## src/rtl/crack_sched.sv

```systemverilog
`default_nettype none
// ============================================================================
// Module   : crack_sched
// Brief    : Copies a length-prefixed ciphertext into a multi-port buffer,
//            launches NENG crack engines and returns the first recovered key.
// Revision : 1.0
// ============================================================================
module crack_sched #(
    parameter int NENG = 2
) (
    input  logic                clk,
    input  logic                rst_n,
    input  logic                en,
    output logic                rdy,
    output logic [23:0]         key,
    output logic                key_valid,
    output logic [7:0]          ct_addr,
    input  logic [7:0]          ct_rddata,
    output logic [NENG-1:0]     eng_en,
    input  logic [NENG-1:0]     eng_rdy,
    input  logic [24*NENG-1:0]  eng_key,
    input  logic [NENG-1:0]     eng_key_valid,
    input  logic [8*NENG-1:0]   eng_ct_addr,
    output logic [8*NENG-1:0]   eng_ct_rddata
);

    typedef enum logic [1:0] {
        IDLE   = 2'd0,
        COPY   = 2'd1,
        LAUNCH = 2'd2,
        RUN    = 2'd3
    } state_t;

    state_t            state_q, state_d;
    logic [7:0]        ct_addr_q, ct_addr_d;
    logic [7:0]        wr_addr_q, wr_addr_d;
    logic [7:0]        len_q, len_d;
    logic              first_q, first_d;
    logic              skip_q, skip_d;
    logic [NENG-1:0]   done_q, done_d;
    logic [NENG-1:0]   eng_en_q, eng_en_d;
    logic [23:0]       key_q, key_d;
    logic              key_valid_q, key_valid_d;
    logic [8*NENG-1:0] eng_ct_rddata_q, eng_ct_rddata_d;

    logic              buf_we;
    logic [7:0]        buf_waddr;
    logic [7:0]        buf_wdata;
    logic [7:0]        len_eff;
    logic [NENG-1:0]   done_now;
    logic [NENG-1:0]   hit;
    logic [23:0]       key_sel;

    logic [7:0]        ct_buf [256];

    always_comb begin
        state_d     = state_q;
        ct_addr_d   = ct_addr_q;
        wr_addr_d   = wr_addr_q;
        len_d       = len_q;
        first_d     = first_q;
        skip_d      = skip_q;
        done_d      = done_q;
        eng_en_d    = '0;
        key_d       = key_q;
        key_valid_d = key_valid_q;
        buf_we      = 1'b0;
        buf_waddr   = wr_addr_q;
        buf_wdata   = ct_rddata;
        // The length byte is usable in the very cycle it arrives.
        len_eff     = (wr_addr_q == 8'd0) ? ct_rddata : len_q;
        done_now    = done_q | (skip_q ? {NENG{1'b0}} : eng_rdy);
        hit         = done_now & eng_key_valid;
        key_sel     = '0;
        for (int i = NENG - 1; i >= 0; i--) begin
            if (hit[i]) key_sel = eng_key[24*i +: 24];
        end

        case (state_q)
            IDLE: begin
                if (en) begin
                    state_d     = COPY;
                    ct_addr_d   = 8'd0;
                    wr_addr_d   = 8'd0;
                    len_d       = 8'd0;
                    first_d     = 1'b1;
                    key_d       = '0;
                    key_valid_d = 1'b0;
                end
            end
            COPY: begin
                if (first_q) begin
                    first_d   = 1'b0;
                    ct_addr_d = ct_addr_q + 8'd1;
                end else begin
                    buf_we = 1'b1;
                    if (wr_addr_q == 8'd0) len_d = ct_rddata;
                    if (wr_addr_q == len_eff) begin
                        state_d = LAUNCH;
                    end else begin
                        wr_addr_d = wr_addr_q + 8'd1;
                        if (ct_addr_q != len_eff) ct_addr_d = ct_addr_q + 8'd1;
                    end
                end
            end
            LAUNCH: begin
                // The pulse cycle itself is spent in LAUNCH; RUN begins after it.
                if (|eng_en_q) begin
                    state_d = RUN;
                    skip_d  = 1'b1;
                    done_d  = '0;
                end else if (&eng_rdy) begin
                    eng_en_d = '1;
                end
            end
            RUN: begin
                skip_d = 1'b0;
                done_d = done_now;
                if (|hit) begin
                    key_d       = key_sel;
                    key_valid_d = 1'b1;
                    state_d     = IDLE;
                end else if (&done_now) begin
                    key_d       = '0;
                    key_valid_d = 1'b0;
                    state_d     = IDLE;
                end
            end
            default: state_d = IDLE;
        endcase
    end

    generate
        for (genvar g = 0; g < NENG; g++) begin : g_rd_port
            assign eng_ct_rddata_d[8*g +: 8] = ct_buf[eng_ct_addr[8*g +: 8]];
        end
    endgenerate

    always_ff @(posedge clk) begin
        if (buf_we) ct_buf[buf_waddr] <= buf_wdata;
    end

    always_ff @(posedge clk or negedge rst_n) begin
        if (!rst_n) begin
            state_q         <= IDLE;
            ct_addr_q       <= '0;
            wr_addr_q       <= '0;
            len_q           <= '0;
            first_q         <= 1'b0;
            skip_q          <= 1'b0;
            done_q          <= '0;
            eng_en_q        <= '0;
            key_q           <= '0;
            key_valid_q     <= 1'b0;
            eng_ct_rddata_q <= '0;
        end else begin
            state_q         <= state_d;
            ct_addr_q       <= ct_addr_d;
            wr_addr_q       <= wr_addr_d;
            len_q           <= len_d;
            first_q         <= first_d;
            skip_q          <= skip_d;
            done_q          <= done_d;
            eng_en_q        <= eng_en_d;
            key_q           <= key_d;
            key_valid_q     <= key_valid_d;
            eng_ct_rddata_q <= eng_ct_rddata_d;
        end
    end

    assign rdy           = (state_q == IDLE);
    assign key           = key_q;
    assign key_valid     = key_valid_q;
    assign ct_addr       = ct_addr_q;
    assign eng_en        = eng_en_q;
    assign eng_ct_rddata = eng_ct_rddata_q;

endmodule
`default_nettype wire

```

## config.mk

```make
export PLATFORM = sky130hd
export DESIGN_NAME = crack_sched
export DESIGN_NICKNAME = d
export VERILOG_FILES = /design/src/rtl/crack_sched.sv
export SDC_FILE = /design/constraint.sdc
export NUM_CORES = 2
export LEC_CHECK = 0
export CAP_MARGIN = 20
export CORE_ASPECT_RATIO = 1.5
export CORE_UTILIZATION = 45
export CTS_CLUSTER_DIAMETER = 80
export DETAILED_ROUTE_END_ITERATION = 10
export REMOVE_ABC_BUFFERS = 1
export SLEW_MARGIN = 20
export SYNTH_ARGS = -nofsm -noshare
export SYNTH_HDL_FRONTEND = slang
export SYNTH_SLANG_ARGS = --single-unit
```

## constraint.sdc

```tcl
create_clock -name clk -period 3.9 [get_ports clk]
set_input_delay 0.39 -clock clk [delete_from_list [all_inputs] [get_ports clk]]
set_output_delay 0.39 -clock clk [all_outputs]
set_load 0.01 [all_outputs]
```

==> After elaboration in Yosys (flattened, before gate mapping) <==
Memories as Yosys holds them, arrays and structs flattened. A register that Yosys moved wholly into a read port is not among the register bits.
Index checks and enable logic that the tools add are counted.
{ "op_classes": {"multipliers": 0, "order_cmp": 0, "reduce_logical": 18, "shifts": 0, "n_eq_ne": 13, "addsub": 2, "div": 0, "muxes": 42, "bitwise": 2} }
{ "ops": {"columns": ["cell", "n"], "rows": [
  ["2-to-1 mux 24 bit", 5],
  ["2-to-1 mux 8 bit", 8],
  ["one-hot mux 24 bit (2 select lines)", 1],
  ["one-hot mux 8 bit (2 select lines)", 3],
  ["2-to-1 mux 2 bit", 11],
  ["adder 8 x 1 -> 8 bit (second input constant)", 2],
  ["inequality test 2 bit (second input constant)", 5],
  ["2-to-1 mux 1 bit", 9],
  ["inequality test 3 bit (second input constant)", 3],
  ["equality test 8 bit", 1],
  ["logical NOT 8 bit", 1],
  ["inequality test 8 bit", 1],
  ["one-hot mux 2 bit (4 select lines)", 1],
  ["AND reduction 2 bit", 4],
  ["AND reduction 4 bit", 2],
  ["one-hot mux 1 bit (2 select lines)", 3],
  ["AND reduction 3 bit", 2],
  ["nonzero test 2 bit", 3],
  ["AND reduction 5 bit", 1],
  ["equality test 2 bit (second input constant)", 2],
  ["one-hot mux 2 bit (2 select lines)", 1],
  ["OR reduction 2 bit", 2],
  ["bitwise AND 2 bit", 1],
  ["equality test 2 x 1 -> 1 bit (second input constant)", 1],
  ["3 further kinds", 4]
]} }
{ "word_totals": {"latch_bits": 0, "mem_bits_ro": 0, "ff_bits": 57, "memories": 1, "wordCells": 88, "ramBits": 2048, "out_inout_bits": 52} }
{ "mem_list": {"columns": ["name", "words", "width", "rd", "rd_ports_with_merged_regs", "wr", "line", "rtl"], "rows": [
  ["ct_buf", 256, 8, 2, 2, 1, "54", "logic [7:0] ct_buf [256];"]
]} }

==> Longest topological paths before layout <==
{ "logic_depth": {"word_depth": 7, "mapped_depth": 13, "mapped_depth_nobuf": 9} }

==> Least setup slack after synthesis <==
No wires, ideal clock.
{ "synth_path": {"kind": "reg-to-reg", "start": "register wr_addr_q[4] (netlist: buf_waddr[4])", "end": "register wr_addr_q[6] (netlist: buf_waddr[6])", "t_arrival_ns": 3.030, "t_required_ns": 3.774, "path_slack_ns": 0.744, "stages_incl_launch_ff": 12, "period_less_slack_ns": 3.156, "setup_time_ns": 0.126, "path_buffers": 4, "cell_sequence": "dfrtp_1 buf_6 or4_4 buf_6 or4b_4 buf_6 mux2i_1 o221a_2 buf_6 a2111oi_1 nor3_1 a221o_1"} }
{ "synth_via": {"elab_chain_len": 5} }
{ "synth_rtl": {"columns": ["element", "line", "rtl"], "rows": [
  ["start, declared", "36", "logic [7:0] wr_addr_q, wr_addr_d;"],
  ["start signal, assigned", "159", "wr_addr_q <= wr_addr_d;"],
  ["parallel branches: the longest is 5 deep, another holds adder 8 x 1 -> 8 bit", null, null]
]} }
Several ways; the timed one is not identified. The select of a mux whose other input is x is not followed.
A chain may end at the register's enable or synchronous reset.

==> Worst setup path in the final report <==
{ "layout_path": {"start": "register state_q[1]", "end": "memory ct_buf[14][3] (enable)"} }
{ "layout_via": {"elab_chain_len": 4} }
{ "layout_rtl": {"columns": ["element", "line", "rtl"], "rows": [
  ["start, declared", "34", "state_t state_q, state_d;"],
  ["start signal, assigned", "157", "state_q <= state_d;"],
  ["equality test 2 x 1 -> 1 bit", "79", "case (state_q)"],
  ["2-to-1 mux 1 bit", "79", null],
  ["2-to-1 mux 1 bit", "140", "if (buf_we) ct_buf[buf_waddr] <= buf_wdata;"],
  ["2-to-1 mux 1 bit (implied by the code)", "140", null],
  ["end, declared", "54", null]
]} }
Every way passes these cells.

==> flow_summary.yaml <==
placement:
  numPortBuffers: 130
  hpwlAfterDp_mm: 219.8
  gp_congestion: 0.9453
  preCtsSetupSlack_ns: -0.03906
grt:
  grt_pass1_vias: 58710
  use_met2_pct: 51.27
  grt_remaining_overflow: 0
  gr-usage-met3_pct: 3.997
  grt_max_degree: 201
  grt_pass1_wl_mm: 449.4
  grt_usage_pct: 29.16
  antenna_found_initial: 6
  gr-usage-met1_pct: 33.95
  grt.busiest_layer: "met2"
floorplanning:
  num_rows: 209
  pin_count: 131
  fp.dieH_um: 574.7
  fp.coreArea_sq_um: 216800
  die_w_um: 383.8
  start_util_pct: 45.38
  die_area_sq_um: 220500
yosys:
  ys_seq_area_share_pct: 64.34
  synth_edf_count: 2048
  yosys_warnings: 0
  synth_cell_type_count: 67
  syn_area_sq_um: 98380
  synth_flop_cell: "edfxtp_1"
  synth_seq_cells: 2120
  syn_avg_cell_area_sq_um: 19.50
  async_flop_share_pct: 3.396
  syn-instance-count: 5046
cts:
  clock-root-buffer: "clkbuf_16"
  clkTransAtPathRegs_ns: 0.07
  clock_latency_ns: 0.88
  clkSinkCount: 2120
  cts_tree: "yes"
  clockBufferDepth: 4
  htreeDepth: 4
  numCtsBuffers: 207
  ctsResizeCount: 0
critical_path:
  path_cells: "inv_1 -> ha_1 -> and2_0 -> nand3_2 -> nor2_1"
  start_kind: "flop"
  slowest_stage: "nor2_1"
  end_kind: "flop"
  path_class: "flop to flop"
  slowest_delay_ns: 0.99
  crit_path_max_fanout: 11
  crit_required_ns: 4.36
  worstPathArrival_ns: 3.92
sta:
  finalSetupViolCount: 0
  clock.fmax_mhz: 289.2
  min_period_over_period_pct: 88.67
  skew_ns: 0.07281
  drv_slew: 0
  finalHoldViolations: 0
  rsz0062_at_grt: "no"
  slew_headroom_pct: 26.03
  fin_setup_tns_ns: 0
  fin_crit_ns: 3.458
  setup_slack_ns: 0.4417
  worst_pin_slew_ns: 1.079
drt:
  ant_nets: 0
  wl_per_cell_um: 37.52
  vias: 56520
  dr.pass1.iters: 6
  finalWirelength_mm: 320.2
  drc_errors: 0
  initialDrtViolationCount: 6203
  avgViaCountPerCell: 6.622
outcome:
  status: "finished, final reports clean"
power:
  power_density_nw_per_um2: 434.3
  ir_drop_mv: 0.3270
  power_leakage_nw: 36.34
  power_mw: 49.11
final_layout:
  nets: 5610
  drive_gt1_share_pct: 34.68
  syn2layout_area_growth_pct: 14.95
hold_path:
  hp-class: "input port to flop"
run:
  max_cap_violations: 0
## final cells by class
class	instances	area (sq um)
multi-input combinational	2495	33410
clock buffer	242	5354
antenna	4	10.01
clock inverter	128	1191
timing repair buffer	681	6196
inverter	17	63.81
tap	2848	3563
sequential	2120	63300
fill	17120	103700
## cell usage in the layout, fill, tap and decap left out, types with 7 or more instances in the layout
master / synthesis / final
o211ai_1: 7 / 7
mux2i_1: 234 / 234
a211oi_1: 35 / 35
dfrtp_1: 72 / 72
o21ai_0: 58 / 58
clkbuf_1: 246 / 33
nor3_1: 21 / 21
nand2_1: 97 / 95
mux4_2: 1063 / 1063
clkinv_2: 0 / 36
o221ai_1: 52 / 52
nand3_2: 0 / 12
inv_1: 15 / 15
nand2b_1: 12 / 12
ha_1: 9 / 9
clkbuf_16: 0 / 209
nand4_1: 16 / 16
nand3_1: 71 / 59
a221oi_1: 10 / 10
clkbuf_8: 0 / 9
and2_1: 8 / 7
mux2_2: 13 / 13
a31oi_1: 22 / 22
nor2_1: 306 / 304
nor2b_1: 22 / 17
clkinv_1: 2 / 51
clkinvlp_4: 0 / 11
xnor2_1: 19 / 19
o22ai_1: 66 / 66
clkdlybuf4s50_1: 0 / 111
edfxtp_1: 2048 / 2048
bufinv_16: 0 / 21
buf_4: 2 / 494
a21oi_1: 90 / 90
and3_1: 9 / 9
a22o_1: 30 / 30
a22oi_1: 147 / 147
a211o_1: 15 / 15
buf_12: 0 / 57
## flip-flops by register name, summed over array words and instances, names as in the netlist
signal	cells
buf_waddr	8
ct_addr	8
key	24
eng_en	1
ct_buf	2048
len_q	8
key_valid	1
skip_q	1
state_q	2
eng_ct_rddata	16
first_q	1
done_q	2
## power breakdown
group | switching [mW] | total [mW] | internal (mW)
clock | 8.82 | 20.0 | 11.2
sequential | 0.0571 | 25.0 | 25.0
combinational | 2.40 | 4.07 | 1.67
total | 11.3 | 49.1 | 37.8
## worst paths after layout
check | from | end | slack [ns] | depth (start not counted)
setup / recovery | state_q[1] | ct_buf[14][3] | 0.44 | 5
hold / removal | ct_rddata[6] | ct_buf[136][6] | 0.08 | 1
setup reg to reg | state_q[1] | ct_buf[14][3] | 0.44 | 5
hold reg to reg | key[18] | key[18] | 0.48 | 2
max in group asynchronous | rst_n | eng_ct_rddata[2] | 2.83 | 3
min in group asynchronous | rst_n | key[20] | 0.13 | 2
## cells in the mapped netlist (13+ instances only)
cell,n,area (sq um)
a211o_1,15,131.4
a211oi_1,35,262.8
a21oi_1,90,450.4
a22o_1,30,262.8
a22oi_1,147,1104
a31oi_1,22,137.6
buf_1,60,225.2
buf_2,102,510.5
clkbuf_1,246,923.4
dfrtp_1,72,1802
edfxtp_1,2048,61500
inv_1,15,56.30
mux2_2,13,146.4
mux2i_1,234,2342
mux4_2,1063,23940
nand2_1,97,364.1
nand3_1,71,355.3
nand4_1,16,100.1
nor2_1,306,1149
nor2b_1,22,137.6
nor3_1,21,105.1
o21ai_0,58,290.3
o221ai_1,52,455.4
o22ai_1,66,412.9
xnor2_1,19,166.4
## repair_timing
| action | 4_1_cts | 5_1_grt |
|---|---|---|
| hold buffers | 3 | 0 |
| setup buffers | 0 | 0 |
| hold endpoints to repair | 62 | 0 |
## worst max-delay path: cells and delay by family, from the launching register on
family                   cells  cell delay, ns
AND/OR/NAND/NOR              3            2.19
flip-flops                   1            0.41
buffers and inverters        1            0.09
adder cells (fa/ha/maj)      1            0.34
## cells by family after synthesis
family                     Yosys count  share of synthesized area, %
DFF                               2120                         64.34
and+or+nand+nor                    592                         2.675
buffers and inverters              431                         1.812
adders and majority gates            9                        0.1145
AOI/OAI and AO/OA                  564                         4.009
muxes                             1311                         26.88
xor gates and xnor gates            19                        0.1692
## metrics by stage
stage | utilization [%] | hold slack [ns] | instances | instance area [sq um]
3_3_place_gp | 49.13 | 0.4615 | 8158 | 106500
5_1_grt | 52.16 | 0.05383 | 8532 | 113100
6_report | 52.17 | 0.07525 | 8535 | 113100
2_1_floorplan | - | 0.09441 | 4632 | 96660
3_5_place_dp | 49.13 | 0.4696 | 8158 | 106500
4_1_cts | 52.16 | 0.03328 | 8531 | 113100
## metal layers
metal / share of wire (%) / routed length (um) / vias to the layer above
li1: - / - / 22670
met1: 34 / 108800 / 30460
met2: 52 / 167500 / 2697
met3: 6.7 / 21430 / 681
met4: 7.0 / 22300 / 4
met5: 0.072 / 231 / -
(Power assumes the default switching activity.)
